`config.mk`:
```
export PLATFORM = sky130hd
export DESIGN_NAME = elevator_control
export DESIGN_NICKNAME = d
export VERILOG_FILES = /design/src/rtl/elevator_pkg.sv /design/src/rtl/elevator_control_request_scan.sv /design/src/rtl/elevator_control.sv
export SDC_FILE = /design/constraint.sdc
export NUM_CORES = 1
export LEC_CHECK = 0
export ABC_AREA = 0
export ABC_CLOCK_PERIOD_IN_PS = 3900
export BUFFER_PORTS_ARGS = -buffer_cell sky130_fd_sc_hd__buf_2
export CORE_UTILIZATION = 55
export CTS_CLUSTER_SIZE = 40
export DETAILED_ROUTE_END_ITERATION = 10
export PLACE_DENSITY = 0.79
export SLEW_MARGIN = 20
export SYNTH_ARGS = -nofsm -noshare
export SYNTH_HDL_FRONTEND = slang
export SYNTH_SLANG_ARGS = --single-unit
export TNS_END_PERCENT = 10
```
`constraint.sdc`:
```
create_clock -name clk -period 3.9 [get_ports clk]
set_clock_uncertainty 0.2 [all_clocks]
set_input_delay 0.78 -clock clk [delete_from_list [all_inputs] [get_ports clk]]
set_output_delay 0.78 -clock clk [all_outputs]
set_load 0.005 [all_outputs]
```
`src/rtl/elevator_pkg.sv`:
```
// ============================================================================
// Module : elevator_pkg
// Brief  : Shared encodings and helpers for the elevator car controller.
// Rev    : 1.0  initial release
// ============================================================================
`default_nettype none

package elevator_pkg;

    localparam int c_FLOORS_DEFAULT = 4;

    localparam logic [1:0] c_ST_IDLE      = 2'd0;
    localparam logic [1:0] c_ST_MOVE_UP   = 2'd1;
    localparam logic [1:0] c_ST_MOVE_DOWN = 2'd2;
    localparam logic [1:0] c_ST_DOOR_OPEN = 2'd3;

    localparam logic [1:0] c_DIR_NONE = 2'b00;
    localparam logic [1:0] c_DIR_UP   = 2'b01;
    localparam logic [1:0] c_DIR_DOWN = 2'b10;

    // Highest set bit wins, so a malformed vector still yields a legal floor.
    function automatic int oneHotToIndex(input logic [31:0] oneHot);
        int idx;
        idx = 0;
        for (int i = 0; i < 32; i++) begin
            if (oneHot[i]) idx = i;
        end
        return idx;
    endfunction

endpackage

`default_nettype wire

```
`src/rtl/elevator_control_request_scan.sv`:
```
// ============================================================================
// Module : request_scan
// Brief  : Combinational view of pending requests relative to one floor.
// Rev    : 1.0  initial release
// ============================================================================
`default_nettype none

module request_scan
    import elevator_pkg::*;
#(
    parameter int FLOORS = c_FLOORS_DEFAULT,
    parameter int IDX_W  = (FLOORS > 1) ? $clog2(FLOORS) : 1
) (
    input  logic [FLOORS-1:0] queueUp,
    input  logic [FLOORS-1:0] queueDown,
    input  logic [FLOORS-1:0] queueInside,
    input  logic [IDX_W-1:0]  floorIdx,
    output logic              above,
    output logic              below,
    output logic              here,
    output logic              stopUp,
    output logic              stopDown
);

    logic [FLOORS-1:0] w_req;
    logic              w_upHere;
    logic              w_downHere;
    logic              w_insideHere;

    always_comb begin
        w_req        = queueUp | queueDown | queueInside;
        above        = 1'b0;
        below        = 1'b0;
        here         = 1'b0;
        w_upHere     = 1'b0;
        w_downHere   = 1'b0;
        w_insideHere = 1'b0;
        for (int i = 0; i < FLOORS; i++) begin
            if (i > int'(floorIdx)) above = above | w_req[i];
            if (i < int'(floorIdx)) below = below | w_req[i];
            if (i == int'(floorIdx)) begin
                here         = w_req[i];
                w_upHere     = queueUp[i];
                w_downHere   = queueDown[i];
                w_insideHere = queueInside[i];
            end
        end
        // Opposite-direction hall calls are only worth a stop at the sweep's end.
        stopUp   = w_insideHere | w_upHere | (w_downHere & ~above)
                 | (int'(floorIdx) == FLOORS - 1);
        stopDown = w_insideHere | w_downHere | (w_upHere & ~below)
                 | (int'(floorIdx) == 0);
    end

endmodule

`default_nettype wire

```
`src/rtl/elevator_control.sv`:
```
// ============================================================================
// Module : elevator_control
// Brief  : SCAN-policy car controller driving floor, direction and door.
// Rev    : 1.0  initial release
// ============================================================================
`default_nettype none

module elevator_control
    import elevator_pkg::*;
#(
    parameter int FLOORS      = c_FLOORS_DEFAULT,
    parameter int MOVE_CYCLES = 4,
    parameter int DOOR_CYCLES = 3
) (
    input  logic              clk,
    input  logic              rst,
    input  logic [FLOORS-1:0] queueUp,
    input  logic [FLOORS-1:0] queueDown,
    input  logic [FLOORS-1:0] queueinside,
    output logic [FLOORS-1:0] curFloor,
    output logic              dirUp,
    output logic              dirDown,
    output logic              doorOpen,
    output logic [FLOORS-1:0] clearUp,
    output logic [FLOORS-1:0] clearDown,
    output logic [FLOORS-1:0] clearInside
);

    localparam int c_IDX_W  = (FLOORS > 1) ? $clog2(FLOORS) : 1;
    localparam int c_MOVE_W = $clog2(MOVE_CYCLES);
    localparam int c_DOOR_W = (DOOR_CYCLES > 1) ? $clog2(DOOR_CYCLES) : 1;
    localparam logic [c_MOVE_W-1:0] c_MOVE_LAST = c_MOVE_W'(MOVE_CYCLES - 1);
    localparam logic [c_DOOR_W-1:0] c_DOOR_LAST = c_DOOR_W'(DOOR_CYCLES - 1);

    logic [1:0]          r_state;
    logic [1:0]          r_dir;
    logic [FLOORS-1:0]   r_curFloor;
    logic                r_doorOpen;
    logic [FLOORS-1:0]   r_clearUp;
    logic [FLOORS-1:0]   r_clearDown;
    logic [FLOORS-1:0]   r_clearInside;
    logic [c_MOVE_W-1:0] r_moveCnt;
    logic [c_DOOR_W-1:0] r_doorCnt;

    logic [c_IDX_W-1:0]  w_curIdx;
    logic [c_IDX_W-1:0]  w_nextIdx;
    logic [FLOORS-1:0]   w_nextFloor;
    logic                w_goingUp;
    logic                w_curAbove, w_curBelow, w_curHere, w_curStopUp, w_curStopDown;
    logic                w_nextAbove, w_nextBelow, w_nextHere, w_nextStopUp, w_nextStopDown;
    logic                w_stopNext;
    logic                w_unusedScan;

    assign w_curIdx    = c_IDX_W'(oneHotToIndex(32'(r_curFloor)));
    assign w_goingUp   = (r_state == c_ST_MOVE_UP);
    // Only meaningful while moving; the wrap at the shaft ends is never consumed.
    assign w_nextIdx   = w_goingUp ? w_curIdx + c_IDX_W'(1) : w_curIdx - c_IDX_W'(1);
    assign w_nextFloor = w_goingUp ? (r_curFloor << 1) : (r_curFloor >> 1);
    assign w_stopNext  = w_goingUp ? w_nextStopUp : w_nextStopDown;
    assign w_unusedScan = ^{w_curStopUp, w_curStopDown, w_nextHere};

    request_scan #(.FLOORS(FLOORS), .IDX_W(c_IDX_W)) u_scanCur (
        .queueUp     (queueUp),
        .queueDown   (queueDown),
        .queueInside (queueinside),
        .floorIdx    (w_curIdx),
        .above       (w_curAbove),
        .below       (w_curBelow),
        .here        (w_curHere),
        .stopUp      (w_curStopUp),
        .stopDown    (w_curStopDown)
    );

    request_scan #(.FLOORS(FLOORS), .IDX_W(c_IDX_W)) u_scanNext (
        .queueUp     (queueUp),
        .queueDown   (queueDown),
        .queueInside (queueinside),
        .floorIdx    (w_nextIdx),
        .above       (w_nextAbove),
        .below       (w_nextBelow),
        .here        (w_nextHere),
        .stopUp      (w_nextStopUp),
        .stopDown    (w_nextStopDown)
    );

    always_ff @(posedge clk) begin
        if (rst) begin
            r_state       <= c_ST_IDLE;
            r_dir         <= c_DIR_NONE;
            r_curFloor    <= FLOORS'(1);
            r_doorOpen    <= 1'b0;
            r_clearUp     <= '0;
            r_clearDown   <= '0;
            r_clearInside <= '0;
            r_moveCnt     <= '0;
            r_doorCnt     <= '0;
        end else begin
            case (r_state)
                c_ST_IDLE: begin
                    if (w_curHere) begin
                        r_state       <= c_ST_DOOR_OPEN;
                        r_doorOpen    <= 1'b1;
                        r_doorCnt     <= '0;
                        r_clearInside <= r_curFloor;
                        r_clearUp     <= w_curAbove ? '0 : r_curFloor;
                        r_clearDown   <= w_curBelow ? '0 : r_curFloor;
                    end else if (w_curAbove) begin
                        r_state   <= c_ST_MOVE_UP;
                        r_dir     <= c_DIR_UP;
                        r_moveCnt <= '0;
                    end else if (w_curBelow) begin
                        r_state   <= c_ST_MOVE_DOWN;
                        r_dir     <= c_DIR_DOWN;
                        r_moveCnt <= '0;
                    end
                end
                c_ST_MOVE_UP, c_ST_MOVE_DOWN: begin
                    if (r_moveCnt == c_MOVE_LAST) begin
                        r_curFloor <= w_nextFloor;
                        r_moveCnt  <= '0;
                        if (w_stopNext) begin
                            r_state       <= c_ST_DOOR_OPEN;
                            r_doorOpen    <= 1'b1;
                            r_doorCnt     <= '0;
                            r_clearInside <= w_nextFloor;
                            r_clearUp     <= (w_goingUp || !w_nextAbove) ? w_nextFloor : '0;
                            r_clearDown   <= (!w_goingUp || !w_nextBelow) ? w_nextFloor : '0;
                        end
                    end else begin
                        r_moveCnt <= r_moveCnt + c_MOVE_W'(1);
                    end
                end
                c_ST_DOOR_OPEN: begin
                    if (r_doorCnt == c_DOOR_LAST) begin
                        r_doorOpen    <= 1'b0;
                        r_clearUp     <= '0;
                        r_clearDown   <= '0;
                        r_clearInside <= '0;
                        r_moveCnt     <= '0;
                        // Keep sweeping while work lies ahead, otherwise turn around.
                        if (r_dir == c_DIR_UP && w_curAbove) begin
                            r_state <= c_ST_MOVE_UP;
                        end else if (r_dir == c_DIR_DOWN && w_curBelow) begin
                            r_state <= c_ST_MOVE_DOWN;
                        end else if (w_curAbove) begin
                            r_state <= c_ST_MOVE_UP;
                            r_dir   <= c_DIR_UP;
                        end else if (w_curBelow) begin
                            r_state <= c_ST_MOVE_DOWN;
                            r_dir   <= c_DIR_DOWN;
                        end else begin
                            r_state <= c_ST_IDLE;
                            r_dir   <= c_DIR_NONE;
                        end
                    end else begin
                        r_doorCnt <= r_doorCnt + c_DOOR_W'(1);
                    end
                end
                default: r_state <= c_ST_IDLE;
            endcase
        end
    end

    assign curFloor    = r_curFloor;
    assign dirUp       = (r_dir == c_DIR_UP);
    assign dirDown     = (r_dir == c_DIR_DOWN);
    assign doorOpen    = r_doorOpen;
    assign clearUp     = r_clearUp;
    assign clearDown   = r_clearDown;
    assign clearInside = r_clearInside;

endmodule

`default_nettype wire

```
==> results.md <==
* Synthesis-to-layout area growth at 10.9%
* Post-route DRC violation count at 0
* Post-synthesis cell area at 1860 sq um
* Crit-path max cell delay at 0.67 ns
* Setup bufs post-CTS at 0
* Post-CTS Hold Fix Bufs at 0
* Final setup vio count at 0
* CTS tree: done
* Post-synth top area share at 0.270
* Gpl congestion at 0.951
* Busiest grt layer: met2
* CTS resizes at 0
* Clock Path Buffers at 2
* Syn_area_per_cell at 8.68 sq um
* Power Dens Cells at 601 nW/um^2
* Worst skew pair latency at 0.33 ns
* DIE AREA at 3610 sq um
* Share of cells above drive strength 1 at 0.281
* H-tree lvl count at 1
* GRT overflow at 0
* Final nets at roughly 270
* Outcome: finished, final reports clean
* Met2 GRT Util at 0.400
* Count leader, synth: nor2_1
* Ranking of synthesized cells by area: dfxtp_1 27%, ha_1 6.1%, nor2_1 5.7%
* Die height at 60.1 um
* First-pass GRT wire length at 7.08 mm
* Initial antenna violation count at 0
* Dpl cell area at between 2000 and 2500 sq um
* Leading area contributor after synthesis: dfxtp_1
* Root Buffer: clkbuf_4
* Fin crit period at 3.61 ns
* Startpoint Class: flop
* Synth Instances at 214
* Max-cap check violation count at 0
* Critical Path AT at ~3.7 ns
* Worst-path clk slew at ~0.14 ns
* Yosys Warn Count at 0
* Total track usage at 0.257
* CP max stage cell: a21oi_2
* Post-synth ARST share at 0
* Slew Limit Fails at 0
* Leakage at 0.828 nW
* Setup TNS at 0 ns
* Die Wd at approximately 60 um
* Met3 Use GR at 0.0498
* Max-Slew Margin vs Limit at 0.491
* Synth cell types at 62
* Crit-path cells: nand2b_2 -> nand2_1 -> ha_1 -> mux2i_2 -> o21ai_0 -> a21oi_2 -> a31oi_4 -> a21oi_2 -> nor2_1 -> a211oi_1
* Fin crit share at 0.924
* PortBufs at 32
* Setup slack, reg-to-reg at between 0.2 and 0.3 ns
* Syn_nets at between 200 and 250
* Hold Path Class: flop to flop
* Drt pass-1 iters at 4
* Top cell by count, worst path: a21oi_2
* Post-synth EDFFs at 0
* Pin count of the biggest net entering global routing at 30
* RSZ-0062 raised after global routing: false
* Post-layout total power at 1.24 mW
* Routed length per instance at 15.4 um
* DRT antenna net count at 0
* Synth cell count leaders: 28 x nor2_1, 25 x dfxtp_1, 16 x a21oi_1
* VDD IR max at between 0.4 and 0.5 mV
* CTS Buf Count at 3
* Vias per inst at 6.24
* Sequential share of the synthesized area at 0.270
* Grt met1 use at 0.358
* Hold Fails Final Rpt at 0
* Core area at 3130 sq um
* DR vias at ~1800
* Design area at 2060 sq um
* Iter 0 DRT Violations at 100
* Fmax at approximately 280 MHz
* Worst Path Max Fanout at 13
* Area of the multi-input gates at 1260 sq um
* Register area at 500 sq um
* Ys flop type: dfxtp_1
* Total wire length at between 4 and 5 mm
* Initial Util at 0.594
* Worst slew pin tran at 0.764 ns
* DP Wirelength at around 3.2 mm
* Kind of critical path: flop to flop
* Antenna Cells at 0
* Crit path required time at 3.96 ns
* I/O pin total at 33
* Critical Path End Type: flop
* Row cnt at 20
* Fillcell total at ~290
* Vias in the first global route at 1548
* FF+latch count, synth at 25
* Clk sinks at 25
-- where the power goes --
part           internal [mW]  total [mW]  leakage (nW)  switching [mW]
Combinational          0.301       0.732         0.609           0.431
Clock                 0.0393       0.122        0.0139          0.0829
Sequential             0.342       0.384         0.205          0.0417
-- metrics by stage --
step	util	setup slack (ns)	std cells	hold WS, ns
4_1_cts	0.656	0.362	285	0.272
3_3_place_gp	0.646	0.541	281	0.253
2_1_floorplan	-	1.04	214	0.236
5_1_grt	0.658	0.0850	286	0.298
6_report	0.658	0.295	286	0.274
3_5_place_dp	0.646	0.390	281	0.254
-- worst max-delay path, delay by kind of cell, from the launching register on --
family	cells	cell delay, ns
mux	1	0.34
compound gates	5	1.52
simple gates	3	0.50
fa+ha+maj	1	0.39
flops	1	0.59
-- layer usage --
layer / wire length, um / part of all wire
met1: 2130 / 0.48
met3: 262 / 0.059
met2: 1970 / 0.45
met4: 44 / 0.010
met5: 0 / 0
-- sequential cells by signal, summed over array words and instances, names as in the netlist --
| name | flops |
|---|---|
| curFloor | 4 |
| clearUp | 4 |
| doorOpen | 1 |
| clearInside | 4 |
| r_dir | 2 |
| r_state | 2 |
| clearDown | 4 |
| r_doorCnt | 2 |
| r_moveCnt | 2 |
-- placed cells by master, fill, tap and decap left out, types with 5 or more instances in the layout --
cell / instances
nor2_1: 28
inv_1: 9
ha_1: 9
a21oi_1: 16
nand2_1: 13
o21ai_0: 9
nand3_1: 5
dfxtp_1: 25
a211oi_2: 7
nand2b_1: 7
buf_2: 32
-- final timing paths --
check                     from            to  cells after the start
setup reg to reg   curFloor[2]    clearUp[3]                     10
hold / removal    r_moveCnt[1]  r_moveCnt[1]                      2
setup / recovery   curFloor[2]    clearUp[3]                     10
hold reg to reg   r_moveCnt[1]  r_moveCnt[1]                      2
-- kinds of logic (layout without fill, tap and decap cells) --
family	Yosys count	after routing	share of synthesized area
AO/OA/AOI/OAI	77	78	0.350
buffers and inverters	21	48	0.0539
AND/OR/NAND/NOR	75	75	0.222
multiplexers	7	7	0.0431
flip-flops	25	25	0.270
adder cells (fa/ha/maj)	9	9	0.0606
-- cell type report --
cell class | count | area share
Timing Repair Buffer | 33 | 0.0814
Clock buffer | 3 | 0.0109
Inverter | 11 | 0.0200
Clock inverter | 1 | 0.00365
Tap cell | 44 | 0.0267
Multi-Input combinational cell | 169 | 0.614
Sequential cell | 25 | 0.243
Note: power is estimated with default switching activity, not from simulation.
